===== src/rtl/spi_shared_master_if.sv =====
// Bus bundle for spi_shared_master: client request/response handshake plus
// the shared SPI pins. The master modport is the arbiter/shifter side, the
// slave modport is the client/peripheral side.
interface spi_shared_master_if #(
  parameter int NUM_CH = 2,
  parameter int DATA_W = 16,
  parameter int LEN_W  = 4,
  parameter int CH_W   = 1
);
  logic [NUM_CH-1:0]        req_valid;
  logic [NUM_CH-1:0]        req_ready;
  logic [NUM_CH*DATA_W-1:0] req_wdata;
  logic [NUM_CH*LEN_W-1:0]  req_len;
  logic                     rsp_valid;
  logic [CH_W-1:0]          rsp_ch;
  logic [DATA_W-1:0]        rsp_rdata;
  logic                     busy;
  logic                     sclk;
  logic                     mosi;
  logic                     miso;
  logic [NUM_CH-1:0]        ss_n;

  modport master (
    input  req_valid, req_wdata, req_len, miso,
    output req_ready, rsp_valid, rsp_ch, rsp_rdata, busy, sclk, mosi, ss_n
  );

  modport slave (
    output req_valid, req_wdata, req_len, miso,
    input  req_ready, rsp_valid, rsp_ch, rsp_rdata, busy, sclk, mosi, ss_n
  );
endinterface


===== src/rtl/spi_shared_master.sv =====
// Shared-bus SPI master (mode 0, MSB first). Round-robin arbitration between
// NUM_CH clients, one chip select per client, per-request transfer length.
module spi_shared_master #(
  parameter int NUM_CH  = 2,
  parameter int DATA_W  = 16,
  parameter int LEN_W   = 4,
  parameter int CLK_DIV = 4,
  parameter int CH_W    = 1
) (
  input  logic                clk,
  input  logic                rst,
  spi_shared_master_if.master bus
);
  localparam int               CNT_W    = (CLK_DIV > 1) ? $clog2(CLK_DIV) : 1;
  localparam logic [CNT_W-1:0] CNT_LAST = CNT_W'(CLK_DIV - 1);
  localparam logic [LEN_W-1:0] LEN_MAX  = LEN_W'(DATA_W - 1);

  typedef enum logic [2:0] {S_IDLE, S_SETUP, S_HIGH, S_LOW, S_GAP} state_t;

  state_t            r_state;
  logic [CNT_W-1:0]  r_cnt;
  logic [CH_W-1:0]   r_ptr;
  logic [CH_W-1:0]   r_ch;
  logic [DATA_W-1:0] r_tx;       // left-aligned, current bit at MSB
  logic [DATA_W-1:0] r_rx;
  logic [LEN_W-1:0]  r_bit;      // bits still to send after the current one
  logic              r_last;
  logic              r_sclk;
  logic              r_mosi;
  logic              r_busy;
  logic              r_rsp_valid;
  logic [CH_W-1:0]   r_rsp_ch;
  logic [DATA_W-1:0] r_rsp_rdata;
  logic [NUM_CH-1:0] r_ss_n;

  logic              w_found;
  logic [CH_W-1:0]   w_grant;
  logic [DATA_W-1:0] w_wdata;
  logic [LEN_W-1:0]  w_len;
  logic [LEN_W-1:0]  w_top;
  logic [DATA_W-1:0] w_tx_al;
  logic [DATA_W-1:0] w_tx_next;
  logic [DATA_W-1:0] w_rx_next;
  logic              w_cnt_done;

  // Round-robin search: first requester at or after r_ptr, wrapping around.
  always_comb begin
    // NOTE: defaults before the loop keep this purely combinational (no latch).
    w_found = 1'b0;
    w_grant = '0;
    for (int k = 0; k < NUM_CH; k++) begin
      if (!w_found && bus.req_valid[(int'(r_ptr) + k) % NUM_CH]) begin
        w_found = 1'b1;
        w_grant = CH_W'((int'(r_ptr) + k) % NUM_CH);
      end
    end
  end

  assign w_wdata    = bus.req_wdata[int'(w_grant)*DATA_W +: DATA_W];
  assign w_len      = bus.req_len[int'(w_grant)*LEN_W +: LEN_W];
  assign w_top      = (w_len > LEN_MAX) ? LEN_MAX : w_len;
  assign w_tx_al    = w_wdata << (LEN_MAX - w_top);
  assign w_tx_next  = r_tx << 1;
  assign w_rx_next  = (r_rx << 1) | DATA_W'(bus.miso);
  assign w_cnt_done = (r_cnt == CNT_LAST);

  // The accept pulse is a decode of the IDLE state and the arbiter so the
  // client sees ready in the same cycle its data is sampled; held off in reset.
  assign bus.req_ready = (r_state == S_IDLE && w_found && !rst)
                         ? (NUM_CH'(1) << w_grant) : '0;

  assign bus.sclk      = r_sclk;
  assign bus.mosi      = r_mosi;
  assign bus.ss_n      = r_ss_n;
  assign bus.busy      = r_busy;
  assign bus.rsp_valid = r_rsp_valid;
  assign bus.rsp_ch    = r_rsp_ch;
  assign bus.rsp_rdata = r_rsp_rdata;

  // Transfer sequencer: arbitration, SCLK generation, shifting and response.
  always_ff @(posedge clk) begin
    // NOTE: non-blocking assignments only, so every register sees pre-edge values.
    if (rst) begin
      r_state     <= S_IDLE;
      r_cnt       <= '0;
      r_ptr       <= '0;
      r_ch        <= '0;
      r_tx        <= '0;
      r_rx        <= '0;
      r_bit       <= '0;
      r_last      <= 1'b0;
      r_sclk      <= 1'b0;
      r_mosi      <= 1'b0;
      r_busy      <= 1'b0;
      r_rsp_valid <= 1'b0;
      r_rsp_ch    <= '0;
      r_rsp_rdata <= '0;
      r_ss_n      <= '1;
    end else begin
      r_rsp_valid <= 1'b0;
      case (r_state)
        S_IDLE: begin
          if (w_found) begin
            r_state <= S_SETUP;
            r_cnt   <= '0;
            r_ch    <= w_grant;
            r_ptr   <= (int'(w_grant) == NUM_CH - 1) ? '0 : w_grant + CH_W'(1);
            r_tx    <= w_tx_al;
            r_rx    <= '0;
            r_bit   <= w_top;
            r_last  <= 1'b0;
            r_mosi  <= w_tx_al[DATA_W-1];
            r_ss_n  <= ~(NUM_CH'(1) << w_grant);
            r_busy  <= 1'b1;
          end
        end
        S_SETUP: begin
          if (w_cnt_done) begin
            r_state <= S_HIGH;
            r_cnt   <= '0;
            r_sclk  <= 1'b1;
            r_rx    <= w_rx_next;
          end else begin
            r_cnt <= r_cnt + CNT_W'(1);
          end
        end
        S_HIGH: begin
          if (w_cnt_done) begin
            r_state <= S_LOW;
            r_cnt   <= '0;
            r_sclk  <= 1'b0;
            r_tx    <= w_tx_next;
            r_last  <= (r_bit == '0);
            r_mosi  <= (r_bit == '0) ? 1'b0 : w_tx_next[DATA_W-1];
            if (r_bit != '0) r_bit <= r_bit - LEN_W'(1);
          end else begin
            r_cnt <= r_cnt + CNT_W'(1);
          end
        end
        S_LOW: begin
          if (w_cnt_done) begin
            r_cnt <= '0;
            if (r_last) begin
              r_state     <= S_GAP;
              r_ss_n      <= '1;
              r_rsp_valid <= 1'b1;
              r_rsp_ch    <= r_ch;
              r_rsp_rdata <= r_rx;
            end else begin
              r_state <= S_HIGH;
              r_sclk  <= 1'b1;
              r_rx    <= w_rx_next;
            end
          end else begin
            r_cnt <= r_cnt + CNT_W'(1);
          end
        end
        S_GAP: begin
          if (w_cnt_done) begin
            r_state <= S_IDLE;
            r_cnt   <= '0;
            r_busy  <= 1'b0;
          end else begin
            r_cnt <= r_cnt + CNT_W'(1);
          end
        end
        default: r_state <= S_IDLE;
      endcase
    end
  end
endmodule


===== src/flat_wrapper.sv =====
// flat-port wrapper written by rule: the top's interface ports become plain ports
module spi_shared_master_flat 
#(
  parameter int NUM_CH  = 2,
  parameter int DATA_W  = 16,
  parameter int LEN_W   = 4,
  parameter int CLK_DIV = 4,
  parameter int CH_W    = 1
)
  (clk, rst, bus_req_valid, bus_req_wdata, bus_req_len, bus_miso, bus_req_ready, bus_rsp_valid, bus_rsp_ch, bus_rsp_rdata, bus_busy, bus_sclk, bus_mosi, bus_ss_n);
  spi_shared_master_if #(.NUM_CH(NUM_CH), .DATA_W(DATA_W), .LEN_W(LEN_W), .CH_W(CH_W)) bus_i ();
  input  logic clk;
  input  logic rst;
  input wire logic [$bits(bus_i.req_valid)-1:0] bus_req_valid;
  input wire logic [$bits(bus_i.req_wdata)-1:0] bus_req_wdata;
  input wire logic [$bits(bus_i.req_len)-1:0] bus_req_len;
  input wire logic [$bits(bus_i.miso)-1:0] bus_miso;
  output wire logic [$bits(bus_i.req_ready)-1:0] bus_req_ready;
  output wire logic [$bits(bus_i.rsp_valid)-1:0] bus_rsp_valid;
  output wire logic [$bits(bus_i.rsp_ch)-1:0] bus_rsp_ch;
  output wire logic [$bits(bus_i.rsp_rdata)-1:0] bus_rsp_rdata;
  output wire logic [$bits(bus_i.busy)-1:0] bus_busy;
  output wire logic [$bits(bus_i.sclk)-1:0] bus_sclk;
  output wire logic [$bits(bus_i.mosi)-1:0] bus_mosi;
  output wire logic [$bits(bus_i.ss_n)-1:0] bus_ss_n;
  assign bus_i.req_valid = bus_req_valid;
  assign bus_i.req_wdata = bus_req_wdata;
  assign bus_i.req_len = bus_req_len;
  assign bus_i.miso = bus_miso;
  assign bus_req_ready = bus_i.req_ready;
  assign bus_rsp_valid = bus_i.rsp_valid;
  assign bus_rsp_ch = bus_i.rsp_ch;
  assign bus_rsp_rdata = bus_i.rsp_rdata;
  assign bus_busy = bus_i.busy;
  assign bus_sclk = bus_i.sclk;
  assign bus_mosi = bus_i.mosi;
  assign bus_ss_n = bus_i.ss_n;
  spi_shared_master #(.NUM_CH(NUM_CH), .DATA_W(DATA_W), .LEN_W(LEN_W), .CLK_DIV(CLK_DIV), .CH_W(CH_W)) u_core (.clk(clk), .rst(rst), .bus(bus_i));
endmodule

===== config.mk =====
export PLATFORM = sky130hd
export DESIGN_NAME = spi_shared_master_flat
export DESIGN_NICKNAME = d
export VERILOG_FILES = /design/src/rtl/spi_shared_master_if.sv /design/src/rtl/spi_shared_master.sv /design/src/flat_wrapper.sv
export SDC_FILE = /design/constraint.sdc
export NUM_CORES = 1
export LEC_CHECK = 0
export ABC_CLOCK_PERIOD_IN_PS = 2200
export BUFFER_PORTS_ARGS = -buffer_cell sky130_fd_sc_hd__buf_2
export CORE_ASPECT_RATIO = 1.25
export CORE_MARGIN = 4
export CORE_UTILIZATION = 50
export DETAILED_ROUTE_END_ITERATION = 6
export PLACE_DENSITY_LB_ADDON = 0.05
export SLEW_MARGIN = 20
export SYNTH_ARGS = -nofsm -noshare
export SYNTH_HDL_FRONTEND = slang
export SYNTH_SLANG_ARGS = --single-unit

===== constraint.sdc =====
create_clock -name clk -period 2.2 [get_ports clk]
set_input_delay 0.11 -clock clk [delete_from_list [all_inputs] [get_ports clk]]
set_output_delay 0.11 -clock clk [all_outputs]
set_load 0.03 [all_outputs]

# Yosys cells after proc, flatten, opt, wreduce, memory -nomap -nowiden
# Index checks and enable logic that the tools add are counted.
word_totals:
  register_bits: 66
  input_bits: 45
  out_inout_bits: 25
  wordCells: 124
op_classes:
  n_addsub: 5
  magnitude_cmp: 3
  eq_ne: 13
  n_shift: 4
  muxes: 53
  bitwise: 5
  reduce_logical: 26
op_table:
  columns: ["cell", "n"]
  rows:
  - ["$mux W16", 4]
  - ["$pmux W16 S3", 1]
  - ["$shiftx A32 B6 Y16", 1]
  - ["$mux W15", 2]
  - ["$pmux W15 S2", 1]
  - ["$mux W1", 21]
  - ["$mux W3", 6]
  - ["$mux W4", 4]
  - ["$or A16 B1 Y16", 1]
  - ["$shl A16 B4 Y16", 1]
  - ["$pmux W3 S5", 1]
  - ["$reduce_and A5 Y1", 3]
  - ["$ne A2 B1 Y1 const B", 7]
  - ["$mux W2", 6]
  - ["$reduce_and A3 Y1", 3]
  - ["$pmux W2 S2", 2]
  - ["$pmux W4 S2", 1]
  - ["$reduce_and A4 Y1", 2]
  - ["$reduce_bool A2 Y1", 4]
  - ["$shiftx A8 B4 Y4", 1]
  - ["$eq A3 B2 Y1 const B", 2]
  - ["$pmux W1 S2", 3]
  - ["$reduce_bool A3 Y1", 2]
  - ["$gt A4 B4 Y1 const B", 1]
  - ["23 further kinds", 29]

# Logic depth before layout (Yosys ltp)
depth:
  word_depth: 14
  ltp_mapped: 9

# Worst setup path before layout
# No wires, ideal clock.
synth_path:
  path_kind: "reg-to-reg"
  start: "reg u_core.r_ptr"
  end: "reg u_core.r_tx[13]"
  setup_time_ns: 0.086
  arrival_ns: 2.030
  setup_slack_ns: 0.085
  stages_incl_launch_ff: 8
  path_buffers: 1
  cell_sequence: "dfxtp_1 and2b_2 o21ai_4 and2_4 buf_6 mux4_2 o32a_1 a211oi_1"
synth_via:
  elab_chain_len: 13
synth_lines:
  columns: ["item", "line_no", "source"]
  rows:
  - ["start: declaration", "spi_shared_master.sv:22", "logic [CH_W-1:0] r_ptr;"]
  - ["start signal: assignment", "spi_shared_master.sv:107", "r_ptr <= (int'(w_grant) == NUM_CH - 1) ? '0 : w_grant + CH_W'(1);"]
  - ["$add A1 B1 Y1 or $mux W1 (tied branches)", "spi_shared_master.sv:52, spi_shared_master.sv:54", null]
  - ["$mux W1 (implied by the code) (2 in a row)", "spi_shared_master.sv:52", "if (!w_found && bus.req_valid[(int'(r_ptr) + k) % NUM_CH]) begin"]
  - ["$mux W1 (implied by the code) or $logic_not A1 Y1 (tied branches)", "spi_shared_master.sv:52", null]
  - ["$logic_and A1 B1 Y1", "spi_shared_master.sv:52", null]
  - ["$mux W1", "spi_shared_master.sv:52", null]
  - ["$shiftx A8 B4 Y4", "spi_shared_master.sv:60", "assign w_len = bus.req_len[int'(w_grant)*LEN_W +: LEN_W];"]
  - ["$gt A4 B4 Y1", "spi_shared_master.sv:61", "assign w_top = (w_len > LEN_MAX) ? LEN_MAX : w_len;"]
  - ["$mux W4", "spi_shared_master.sv:61", null]
  - ["$sub A4 B4 Y4", "spi_shared_master.sv:62", "assign w_tx_al = w_wdata << (LEN_MAX - w_top);"]
  - ["$shl A16 B4 Y16", "spi_shared_master.sv:62", null]
  - ["$mux W15", "spi_shared_master.sv:103", "if (w_found) begin"]
  - ["$pmux W15 S2", "spi_shared_master.sv:101", "case (r_state)"]
  - ["end signal: assignment", "spi_shared_master.sv:108", "r_tx <= w_tx_al;"]
  - ["end signal: assignment", "spi_shared_master.sv:132", "r_tx <= w_tx_next;"]
  - ["end: declaration", "spi_shared_master.sv:24", "logic [DATA_W-1:0] r_tx;"]
# Parallel ways exist; a longest one is shown, timed or not. The select of a mux whose other input is x is not followed.
# A chain may end at the register's enable or synchronous reset.

# Worst setup path in the final report
layout_path:
  start: "reg u_core.r_ptr"
  end: "reg u_core.r_mosi, in the netlist u_core.bus.mosi"
layout_via:
  elab_chain_len: 13
layout_lines:
  columns: ["item", "line_no", "source"]
  rows:
  - ["$add A1 B1 Y1 or $mux W1 (tied branches)", "spi_shared_master.sv:52, spi_shared_master.sv:54", null]
  - ["$mux W1 (implied by the code) (2 in a row)", "spi_shared_master.sv:52", null]
  - ["$mux W1 (implied by the code) or $logic_not A1 Y1 (tied branches)", "spi_shared_master.sv:52", null]
  - ["$logic_and A1 B1 Y1", "spi_shared_master.sv:52", null]
  - ["$mux W1", "spi_shared_master.sv:52", null]
  - ["$shiftx A8 B4 Y4", "spi_shared_master.sv:60", null]
  - ["$gt A4 B4 Y1", "spi_shared_master.sv:61", null]
  - ["$mux W4", "spi_shared_master.sv:61", null]
  - ["$sub A4 B4 Y4", "spi_shared_master.sv:62", null]
  - ["$shl A16 B4 Y16", "spi_shared_master.sv:62", null]
  - ["$mux W1", "spi_shared_master.sv:103", null]
  - ["$pmux W1 S2", "spi_shared_master.sv:101", null]
  - ["end signal: assignment", "spi_shared_master.sv:112", "r_mosi <= w_tx_al[DATA_W-1];"]
  - ["end signal: assignment", "spi_shared_master.sv:134", "r_mosi <= (r_bit == '0) ? 1'b0 : w_tx_next[DATA_W-1];"]
  - ["end: declaration", "spi_shared_master.sv:29", "logic r_mosi;"]
# Parallel ways exist; a longest one is shown, timed or not. The select of a mux whose other input is x is not followed.

==> metrics list <==
- The number of hold violations in the final report is 0.
- Dividing the detail-routed wire length by the instance count gives 17.64 um.
- The H-tree generated during clock tree synthesis spans 3 levels.
* Mapped Area: 3918 um^2
* Required time reported for the critical path endpoint: 2.43 ns
- The floorplan step set the die width to 87.17 um.
* Setup-violating endpoint count in the final report: 0
* 1st-pass router iterations: 5
* Routability congestion estimate from global placement: 0.9764
* Top cells by count, synth: nand2_1 (78), dfxtp_1 (66), a21oi_1 (50)
* Diode count: 0
- Final wirelength: 11,730 um
* Remaining design rule violation count: 0
- Clock-pin slew of the registers on the worst-case setup and hold paths: about 0.090 ns
- Synthesis produced a netlist with a net count of 534.
- Setup WS post-layout: 0.07538 ns
- Net count reported at finish: 616
* Area growth from synthesis to final layout: 21.75%
- Fraction of registers with async set or reset after synthesis: 0
- Series of cell instances along the critical path: nand2b_2, nand3_1, buf_4, mux4_2, a21o_1, o221ai_1, a31oi_1
- In the final layout, the share of cells above drive strength 1 is 0.2792.
* Final max-slew violation count: 0
- Dividing the detail-routed via count by the number of cells gives 6.065.
- Final critical delay including setup and external delays: 2.125 ns
- Area share of the largest cell type after synthesis: 0.3373
- Pin slew with the least headroom to its limit: about 0.95 ns
- For this design, the sink count on the clock tree is between 60 and 70.
- TritonCTS built the clock tree.
- Number of violations reported at the end of detailed-routing iteration 0: 176
- In this run the tool buffered the top-level ports with 69 buffer cells.
- TritonCTS Buffers: 9
- For this design the ratio of total power to cell area is 663.8 nW/um^2.
* Via count of the first global-routing pass: 3,842
- Largest net degree at the start of global routing: 41
- OpenSTA, run right after detailed placement, puts the worst setup slack at between 0.07 and 0.08 ns.
- Overall die area: 9324 um^2
- Maximum clock skew at final layout: 0.01443 ns
* Family of cells with the greatest summed delay on the critical path: compound AO/OA/AOI/OAI gates
* Run status: completed
- Yosys instantiated no cell more often than nand2_1.
- The share of total power dissipated in the clock network is 0.381.
- CP startpoint kind: flop
* GRT Total Usage: 0.2561
- The longest clock path from root to sink contains 2 buffers.
- The critical path in this run is classified as reg -> reg.
- Multi-input gate area in the final layout: 2419 um^2
- Final worst-path cycle share: 0.9657
- The worst setup path is captured at a flop.
* Power share of the combinational group: 0.218
- Flip-flop and latch count after synthesis: 66
- The total area inside the core boundary comes to between 7000 and 8000 um^2.
- In the synthesized netlist the dominant register cell turns out to be dfxtp_1.
* Min-Delay Path Class: in -> reg
- For the worst-skew pair, the clock arrives at the later sink with an insertion delay of roughly 0.36 ns.
- In this run the core area contains 35 standard-cell rows.
* Total negative slack: 0 ns
- Derived from the worst setup path, the maximum achievable clock frequency is 0.4707 GHz.
- Mean instance size in the synthesized netlist: 8.061 um^2
- Clock tree synthesis selected as its root buffer the cell clkbuf_8.
- Number of distinct library cells after synthesis: 59
- For this design the static power due to leakage is 1.972 nW.
- Setup repair after global routing could not meet its margin everywhere.
- Cell internal power was estimated by the tool at 2.193 mW.
* Switching portion of total power: 0.3074
* Global-route wire length before repair: 18,860 um
* Relative max-transition margin: 0.3623
- Final antenna-violating net count: 0
- Sequential area share after synthesis: 0.3373
- Max-cap violations in this run came to 0.
- At the worst endpoint, the arrival time is 2.35 ns.
* Starting utilization of the core area: 0.5231
- Number of antenna violations at the first check in global routing: 0
* Cells taking the most area after synthesis: dfxtp_1 (34%), mux2i_1 (8.9%), nand2_1 (7.5%), a21oi_1 (6.4%), mux2_2 (4.9%)
- Count of filler cells inserted in the layout: 668
* Number of hold buffers added after CTS: 0
- Cells after Synth: roughly 490
- 70 I/O pins were placed.
- After legalization and detailed placement, the total HPWL measured 8813 um.
* Synth Warn #: 0
- Largest area contributor in the synthesized netlist: dfxtp_1
- Count of flip-flops with a built-in enable after synthesis: 0
* Placed Cells: 648
* Cell with the largest stage delay on the worst path: mux4_2
* Maximum fanout encountered on the critical timing path: 4
* Residual overflow from global routing: 0
* Post-Layout Cell Count: 665
* Maximum VDD drop: about 0.49 mV
* Die Y-Extent: 107.0 um
* Critical path buffer and inverter count: 1
- Of the total power, registers draw 0.402.
- Stage delay of the slowest cell on the critical path: 0.52 ns
- Net Switching: 0.9731 mW
- The routed layout has 4,033 vias.
- Registers take around 1300 um^2.
## flip-flops by register name, indices dropped and copies added, names as in the netlist
signal                cells
u_core.bus.rsp_ch         1
u_core.r_cnt              2
u_core.r_last             1
u_core.bus.ss_n           2
u_core.r_tx              15
u_core.bus.rsp_rdata     16
u_core.bus.mosi           1
u_core.r_bit              4
u_core.r_rx              16
u_core.bus.busy           1
u_core.r_ptr              1
u_core.bus.sclk           1
u_core.r_ch               1
u_core.r_state            3
u_core.bus.rsp_valid      1
## repair_timing
action,CTS,global route
gates resized for setup,0,4
buffers inserted,0,1
setup endpoints to repair,0,6
## power groups by stage
| stage | registers [mW] | clock network, mW | logic (mW) |
|---|---|---|---|
| 2_1_floorplan | 1.30 | 0 | 0.430 |
| 3_3_place_gp | 1.30 | 0 | 0.674 |
| 3_5_place_dp | 1.30 | 0 | 0.675 |
| 4_1_cts | 1.27 | 1.22 | 0.678 |
| 5_1_grt | 1.28 | 1.26 | 0.748 |
| 6_report | 1.27 | 1.21 | 0.689 |
## cell usage in the layout (no fill, tap or decap), types with 5 or more instances in the layout
| cell type | netlist | final |
|---|---|---|
| a221oi_1 | 7 | 7 |
| nand3_1 | 24 | 24 |
| buf_4 | 1 | 40 |
| mux4_2 | 5 | 5 |
| a211oi_1 | 15 | 15 |
| nor4_1 | 5 | 5 |
| clkbuf_8 | 0 | 9 |
| nand2_1 | 78 | 78 |
| nor2_1 | 34 | 33 |
| a31oi_1 | 7 | 7 |
| buf_2 | 6 | 69 |
| dfxtp_1 | 66 | 65 |
| mux2i_1 | 35 | 35 |
| inv_1 | 5 | 5 |
| o22ai_1 | 5 | 5 |
| nor2b_1 | 6 | 6 |
| nor3_1 | 14 | 14 |
| a21oi_1 | 50 | 50 |
| mux2_2 | 17 | 17 |
| o21ai_0 | 14 | 14 |
## final cells by class
class,instances,share of cell area
multi-input cells,376,0.5071
flip-flops and latches,66,0.2773
repair buffers,110,0.1396
clock buffers,9,0.02597
well taps,92,0.02413
clock inverters,7,0.02204
inverters,5,0.003935
## through the flow
| step | cell area [um^2] | hold slack, ns | power (mW) | util |
|---|---|---|---|---|
| after CTS | 4747 | 0.009299 | 3.170 | 0.6339 |
| after detailed placement | 4518 | 0.3872 | 1.972 | 0.6033 |
| after global routing | 4770 | 0.02799 | 3.289 | 0.6369 |
| after floorplan | 3918 | 0.2585 | 1.732 | - |
| after global placement | 4518 | 0.3786 | 1.970 | 0.6033 |
| final | 4770 | 0.01806 | 3.166 | 0.6369 |
## metal layers
layer / routed length (um) / share of wire / track usage / up-vias
met4: 373 / 0.032 / 0.1118 / 0
met1: 4629 / 0.39 / 0.3080 / 1904
met3: 749 / 0.064 / 0.04996 / 29
li1: - / - / - / 1950
met5: 0 / 0 / 0 / -
met2: 5977 / 0.51 / 0.4376 / 150
## cell families (layout without fill, tap and decap cells)
logic type               Yosys count  count (layout)  share of synthesized area
adder cells (fa/ha/maj)            3               3                   0.009583
flip-flops                        66              66                     0.3373
buffers and inverters             44             131                    0.04887
multiplexers                      58              58                     0.1709
AND/OR/NAND/NOR                  185             185                     0.2188
AO/OA/AOI/OAI                    130             130                     0.2146
## path summary, 6_finish.rpt
check	from	endpoint	slack (ns)	cells after the start
setup / recovery	u_core.r_ptr$_SDFFE_PP0N_	u_core.bus.mosi$_SDFFE_PP0P_	0.08	7
hold / removal	bus_miso	u_core.r_rx[0]$_SDFFE_PP0P_	0.02	3
setup reg to reg	u_core.r_ptr$_SDFFE_PP0N_	u_core.bus.mosi$_SDFFE_PP0P_	0.08	7
hold reg to reg	u_core.bus.rsp_rdata[3]$_SDFFE_PP0P_	u_core.bus.rsp_rdata[3]$_SDFFE_PP0P_	0.46	2
## worst reg2reg max path, stage by stage, from the launching register on
cell and delay, ns:
dfxtp_2 0.34, nand2b_2 0.24, nand3_1 0.19, buf_4 0.15
mux4_2 0.52, a21o_1 0.20, o221ai_1 0.22, a31oi_1 0.14
(Power assumes the default switching activity.)
